--- config.mk ---
export PLATFORM = sky130hd
export DESIGN_NAME = quick_cpu_mem
export DESIGN_NICKNAME = d
export VERILOG_FILES = /design/src/rtl/quick_cpu_pkg.sv /design/src/rtl/quick_cpu_ram.sv /design/src/rtl/quick_cpu_mem.sv
export SDC_FILE = /design/constraint.sdc
export NUM_CORES = 1
export LEC_CHECK = 0
export BUFFER_PORTS_ARGS = -buffer_cell sky130_fd_sc_hd__buf_2
export CAP_MARGIN = 20
export CORE_MARGIN = 2
export CORE_UTILIZATION = 55
export CTS_CLUSTER_SIZE = 10
export DETAILED_ROUTE_END_ITERATION = 10
export GPL_TIMING_DRIVEN = 0
export PLACE_DENSITY = 0.72
export SETUP_SLACK_MARGIN = 0.5
export SYNTH_ARGS = -nofsm -noshare
export SYNTH_HDL_FRONTEND = slang
export SYNTH_HIERARCHICAL = 1
export SYNTH_SLANG_ARGS = --single-unit
--- constraint.sdc ---
create_clock -name clk -period 3.4 [get_ports clk]
set_input_delay 0.68 -clock clk [delete_from_list [all_inputs] [get_ports clk]]
set_output_delay 0.68 -clock clk [all_outputs]
set_load 0.02 [all_outputs]
--- src/rtl/quick_cpu_pkg.sv ---
// rtl/quick_cpu_pkg.sv - shared constants and types for the quick CPU memory slave
//   IO_IN_ADDR / IO_OUT_ADDR : memory-mapped port addresses
//   state_t                  : write FSM states
//   OP_*                     : quick core opcode constants (upper nibble of an instruction byte)
package quick_cpu_pkg;

    localparam logic [7:0] IO_IN_ADDR  = 8'hFE;
    localparam logic [7:0] IO_OUT_ADDR = 8'hFF;

    typedef enum logic {
        IDLE    = 1'b0,
        WR_DATA = 1'b1
    } state_t;

    localparam logic [3:0] OP_NOP = 4'h0;
    localparam logic [3:0] OP_LDA = 4'h1;
    localparam logic [3:0] OP_STA = 4'h2;
    localparam logic [3:0] OP_ADD = 4'h3;
    localparam logic [3:0] OP_SUB = 4'h4;
    localparam logic [3:0] OP_JMP = 4'h5;
    localparam logic [3:0] OP_JZ  = 4'h6;
    localparam logic [3:0] OP_LDI = 4'h7;
    localparam logic [3:0] OP_HLT = 4'hF;

endpackage

--- src/rtl/quick_cpu_ram.sv ---
// rtl/quick_cpu_ram.sv - DEPTH x 8 RAM, one async read port, one sync write port
//   clk            : write clock
//   we/waddr/wdata : synchronous write port
//   raddr/rdata    : asynchronous read port
// Contents have no reset so they survive a controller reset.
module quick_cpu_ram #(
    parameter int DEPTH = 32,
    parameter int AW    = $clog2(DEPTH)
) (
    input  logic          clk,
    input  logic          we,
    input  logic [AW-1:0] waddr,
    input  logic [7:0]    wdata,
    input  logic [AW-1:0] raddr,
    output logic [7:0]    rdata
);

    logic [7:0] mem [DEPTH];

    always_ff @(posedge clk) begin
        if (we) begin
            mem[waddr] <= wdata;
        end
    end

    assign rdata = mem[raddr];

endmodule

--- src/rtl/quick_cpu_mem.sv ---
// rtl/quick_cpu_mem.sv - bus slave for the quick CPU core: RAM, IO ports, program loader
//   clk, rst                   : clock, synchronous active-high reset
//   bus_ad/bus_read/bus_write  : core bus (address phase, then data phase for writes)
//   rd_data                    : combinational read data back to the core
//   ld_en/ld_valid/ld_data     : byte-serial program loader (core held in reset)
//   io_in / io_out             : input port at 8'hFE, output register at 8'hFF
//   bus_err                    : sticky protocol-violation flag
module quick_cpu_mem
    import quick_cpu_pkg::*;
#(
    parameter int DEPTH = 32
) (
    input  logic       clk,
    input  logic       rst,
    input  logic [7:0] bus_ad,
    input  logic       bus_read,
    input  logic       bus_write,
    output logic [7:0] rd_data,
    input  logic       ld_en,
    input  logic       ld_valid,
    input  logic [7:0] ld_data,
    input  logic [7:0] io_in,
    output logic [7:0] io_out,
    output logic       bus_err
);

    localparam int         AW      = $clog2(DEPTH);
    localparam logic [7:0] DEPTH_B = 8'(DEPTH);

    state_t        state;
    logic [7:0]    wr_addr;
    logic [AW-1:0] ld_ptr;
    logic          ld_en_q;

    logic          ld_start;
    logic [AW-1:0] ld_addr;
    logic          ram_we;
    logic [AW-1:0] ram_waddr;
    logic [7:0]    ram_wdata;
    logic [7:0]    ram_rdata;

    // A fresh load session always begins at address 0, even if a byte
    // arrives in the very first ld_en cycle before ld_ptr has been cleared.
    assign ld_start = ld_en & ~ld_en_q;
    assign ld_addr  = ld_start ? '0 : ld_ptr;

    always_comb begin
        ram_we    = 1'b0;
        ram_waddr = wr_addr[AW-1:0];
        ram_wdata = bus_ad;
        if (!rst) begin
            if (ld_en) begin
                ram_we    = ld_valid;
                ram_waddr = ld_addr;
                ram_wdata = ld_data;
            end else if (state == WR_DATA && wr_addr < DEPTH_B) begin
                ram_we = 1'b1;
            end
        end
    end

    quick_cpu_ram #(
        .DEPTH (DEPTH),
        .AW    (AW)
    ) u_ram (
        .clk   (clk),
        .we    (ram_we),
        .waddr (ram_waddr),
        .wdata (ram_wdata),
        .raddr (bus_ad[AW-1:0]),
        .rdata (ram_rdata)
    );

    always_comb begin
        rd_data = 8'h00;
        if (bus_read && !ld_en) begin
            if (bus_ad < DEPTH_B) begin
                rd_data = ram_rdata;
            end else if (bus_ad == IO_IN_ADDR) begin
                rd_data = io_in;
            end else if (bus_ad == IO_OUT_ADDR) begin
                rd_data = io_out;
            end
        end
    end

    always_ff @(posedge clk) begin
        if (rst) begin
            state   <= IDLE;
            wr_addr <= 8'h00;
            ld_ptr  <= '0;
            ld_en_q <= 1'b0;
            io_out  <= 8'h00;
            bus_err <= 1'b0;
        end else begin
            ld_en_q <= ld_en;
            if (ld_en) begin
                // Loader owns the RAM; any half-finished bus write is abandoned.
                state <= IDLE;
                if (ld_valid) begin
                    ld_ptr <= ld_addr + 1'b1;
                end else if (ld_start) begin
                    ld_ptr <= '0;
                end
            end else begin
                case (state)
                    IDLE: begin
                        if (bus_write) begin
                            wr_addr <= bus_ad;
                            state   <= WR_DATA;
                            if (bus_read) begin
                                bus_err <= 1'b1;
                            end
                        end
                    end
                    WR_DATA: begin
                        // Data phase: bus_ad carries the data; strobes here are a
                        // violation but do not block the commit.
                        if (wr_addr == IO_OUT_ADDR) begin
                            io_out <= bus_ad;
                        end
                        if (bus_read || bus_write) begin
                            bus_err <= 1'b1;
                        end
                        state <= IDLE;
                    end
                    default: state <= IDLE;
                endcase
            end
        end
    end

endmodule
==> metrics.csv <==
stage;metric;value;unit
global_route;initial antenna violation count;0;
hold_path;Worst Hold Class;input pin to register;
pwr;leakage;4.52;nW
critical_path;CP Data Required Time;2.72;ns
critical_path;Worst Path Class, Setup;input pin to output port;
synth;number of synthesized register bits;280;
route;routed len/inst;27.0;um
place;RD Place Congestion;0.831;
synth;synthesized area per cell;20.1;sq um
flow_run;number of max-cap violations;0;
floorplanning;die area;21800;sq um
synth;largest cells by area after synthesis;edfxtp_1 (68%), mux4_2 (16%), dfxtp_1 (4.2%);
clock_network;clk_lat worst skew;0.50;ns
floorplanning;starting density of the core;56.0;%
floorplanning;Die X;148;um
global_route;GRT Total Usage;23.6;%
route;DRC Markers;0;
synth;ys async rst share;0;%
synth;count leader, synth;edfxtp_1;
global_route;first-pass GRT wire length;37.1;mm
timing;final hold violations;0;
synth;syn_nets;595;
timing;RSZ-0062 raised after global routing;true;
route;First-pass DRT Iterations;5;
global_route;global route overflow;0;
synth;synthesized instance count;564;
critical_path;Worst path slowest cell;mux4_2;
critical_path;crit-path max FO;6;
synth;post-synth top area cell;edfxtp_1;
timing;Max Clk Rate;291;MHz
route;Final ANT Viol Nets;0;
synth;synth cell count leaders;edfxtp_1 (256), mux4_2 (80), nor2_1 (42);
finish;Antenna diodes;0;
finish;fin nets;706;
synth;post-synth top area share;67.8;%
finish;Area Overhead vs Synth;22.3;%
global_route;vias in the first global route;5976;
place;IO Port Bufs;45;
synth;dominant synthesized flop cell;edfxtp_1;
floorplanning;IO Count;47;
critical_path;Critical Path Max Stage Delay;0.55;ns
clock_network;CTS clk-pin slew, worst paths;0.05;ns
clock_network;cts bufs inserted;34;
timing;Worst Slack Setup Final;-0.0416;ns
finish;layout cells sized above 1;41.3;%
synth;EDFF count, synth;256;
critical_path;reg2reg setup slack;0.54;ns
critical_path;Startpoint Class;input pin;
floorplanning;Core Rows;52;
timing;Fin Clk Skew;0.0125;ns
clock_network;CTS tree;yes;
hold_path;WHS Path Cells;3;
pwr;Peak supply drop;0.292;mV
clock_network;cts-stage hold buffer count;0;
hold_path;hold_sp;ld_en;
synth;post-synthesis cell area;11300;sq um
floorplanning;core footprint;20200;sq um
timing;Final period util;101;%
route;Routed WL;25.8;mm
synth;yosys warns;6;
critical_path;Worst Setup End Kind;output port;
critical_path;R2R depth;5;
timing;worst slew pin tran;0.759;ns
timing;Tmin final;3.44;ns
pwr;PwrDens;546;nW/um^2
place;Placed Area;12100;sq um
timing;relative slew slack;49.2;%
clock_network;Longest Clk Path Bufs;3;
critical_path;worst path cell trace;buf_12 -> buf_16 -> buf_12 -> mux4_2 -> mux4_2 -> mux2_4 -> o2bb2ai_4 -> buf_6;
critical_path;CP delay by family, top;multiplexers;
route;vias per cell;6.20;
route;vias;5936;
clock_network;H-tree level count;2;
critical_path;WP buf/inv;4;
outcome;failing checks;negative setup slack;
clock_network;Num Clock Sinks;280;
place;Final HPWL DP;15.9;mm
timing;Pins Over Slew Limit;0;
finish;final std cell area, no fill;13900;sq um
synth;Cell variety after synth;37;
hold_path;Worst Hold End;ld_ptr[1];
global_route;largest net degree at the start of global routing;33;
timing;# setup viols final;3;
pwr;Final Power;7.57;mW
finish;Layout fillers;1224;
floorplanning;chip height;148;um
critical_path;r2r startpoint;state;
synth;sequential share of the synthesized area;72.1;%
critical_path;reg2reg end;u_ram/mem[3][3];
outcome;status;complete, but fails checks;
route;Iter 0 DRT Violations;584;
clock_network;CTS root buffer;clkbuf_16;
critical_path;Arr. time, crit path;2.76;ns
[per-stage QoR]
step	setup TNS [ns]	setup WS (ns)	hold WS, ns	std cells	utilization [%]
after global routing	-0.129	-0.0527	0.472	958	68.5
after detailed placement	-61.51	-0.533	0.484	880	59.6
final	-0.0533	-0.0416	0.477	958	68.5
after floorplan	0	0.382	0.463	564	-
after global placement	-47.56	-0.405	0.449	879	59.6
after CTS	-0.164	-0.0541	0.453	935	66.0
[repair_timing]
item                       in CTS  in global routing
buffers inserted                5                 17
setup endpoints to repair     224                233
gates resized for setup        63                 35
pin swaps                       1                  9
gates cloned                    1                  5
[worst max-delay path by stage]
stage,slack (ns),to,from,cells past startpoint
finish,-0.04,rd_data[3],bus_ad[0],8
global route,-0.05,rd_data[3],bus_ad[0],8
CTS,-0.05,rd_data[1],bus_ad[0],8
detailed placement,-0.53,u_ram/mem[8][3],rst,7
global placement,-0.41,u_ram/mem[9][3],rst,7
floorplan,0.38,rd_data[0],bus_ad[0],6
[metal layers]
metal	routed length (um)	share of wire (%)	vias up	GRT usage (%)
met3	2000	7.7	37	5.34
met5	0	0	-	0
met2	12900	50	278	38.0
li1	-	-	2524	-
met4	541	2.1	0	7.55
met1	10400	40	3097	32.6
[cells by family (layout without fill, tap and decap cells)]
kind of cell               after synthesis  after routing  synth area share, %
muxes                                  122            122                 19.8
buffers and inverters                   32            156                 1.50
and+or+nand+nor                        104            104                 4.97
AOI/OAI and AO/OA                       24             24                 1.44
DFF                                    280            280                 72.1
adders and majority gates                2              2                0.199
[worst register-to-register path, cell delays in order, from the launching register on]
cell	delay (ns)
dfxtp_1	0.40
nand2b_4	0.08
or4_1	0.39
a21oi_1	0.32
nand3_1	0.61
nor2_2	0.69
[sequential cells by signal, summed over array words and instances (netlist names)]
register   count
ld_ptr         5
bus_err        1
io_out         8
ld_en_q        1
u_ram/mem    256
wr_addr        8
state          1
[power by group]
part	total, mW	internal, mW	switching (mW)
clock network	3.26	2.03	1.23
logic	0.508	0.227	0.282
registers	3.81	3.80	0.00762
[cell usage in the layout (no fill, tap or decap), types with 8 or more instances in the layout]
cell,synthesis,layout
mux2_4,0,8
nand3_1,8,8
edfxtp_1,256,256
buf_6,3,16
dfxtp_1,24,24
buf_4,6,13
mux4_2,80,80
clkbuf_16,0,43
mux2i_1,24,24
buf_2,4,40
clkbuf_1,10,15
nand2_1,10,10
nor2_2,0,16
nor2_4,0,16
nor2_1,42,10
buf_12,0,15
nand2b_1,19,19
mux2_2,18,10
[layout make-up]
cell class              count  area, sq um  area share (%)
plain buffers              30          334            2.41
clock inverters             1         30.0           0.217
repair buffers             75          734            5.30
multi-input cells         252         3280            23.7
inverters                   2         7.51          0.0542
clock buffers              48          967            6.98
flip-flops and latches    280         8170            58.9
well taps                 270          338            2.44
Power figures use the tool's default switching activity.
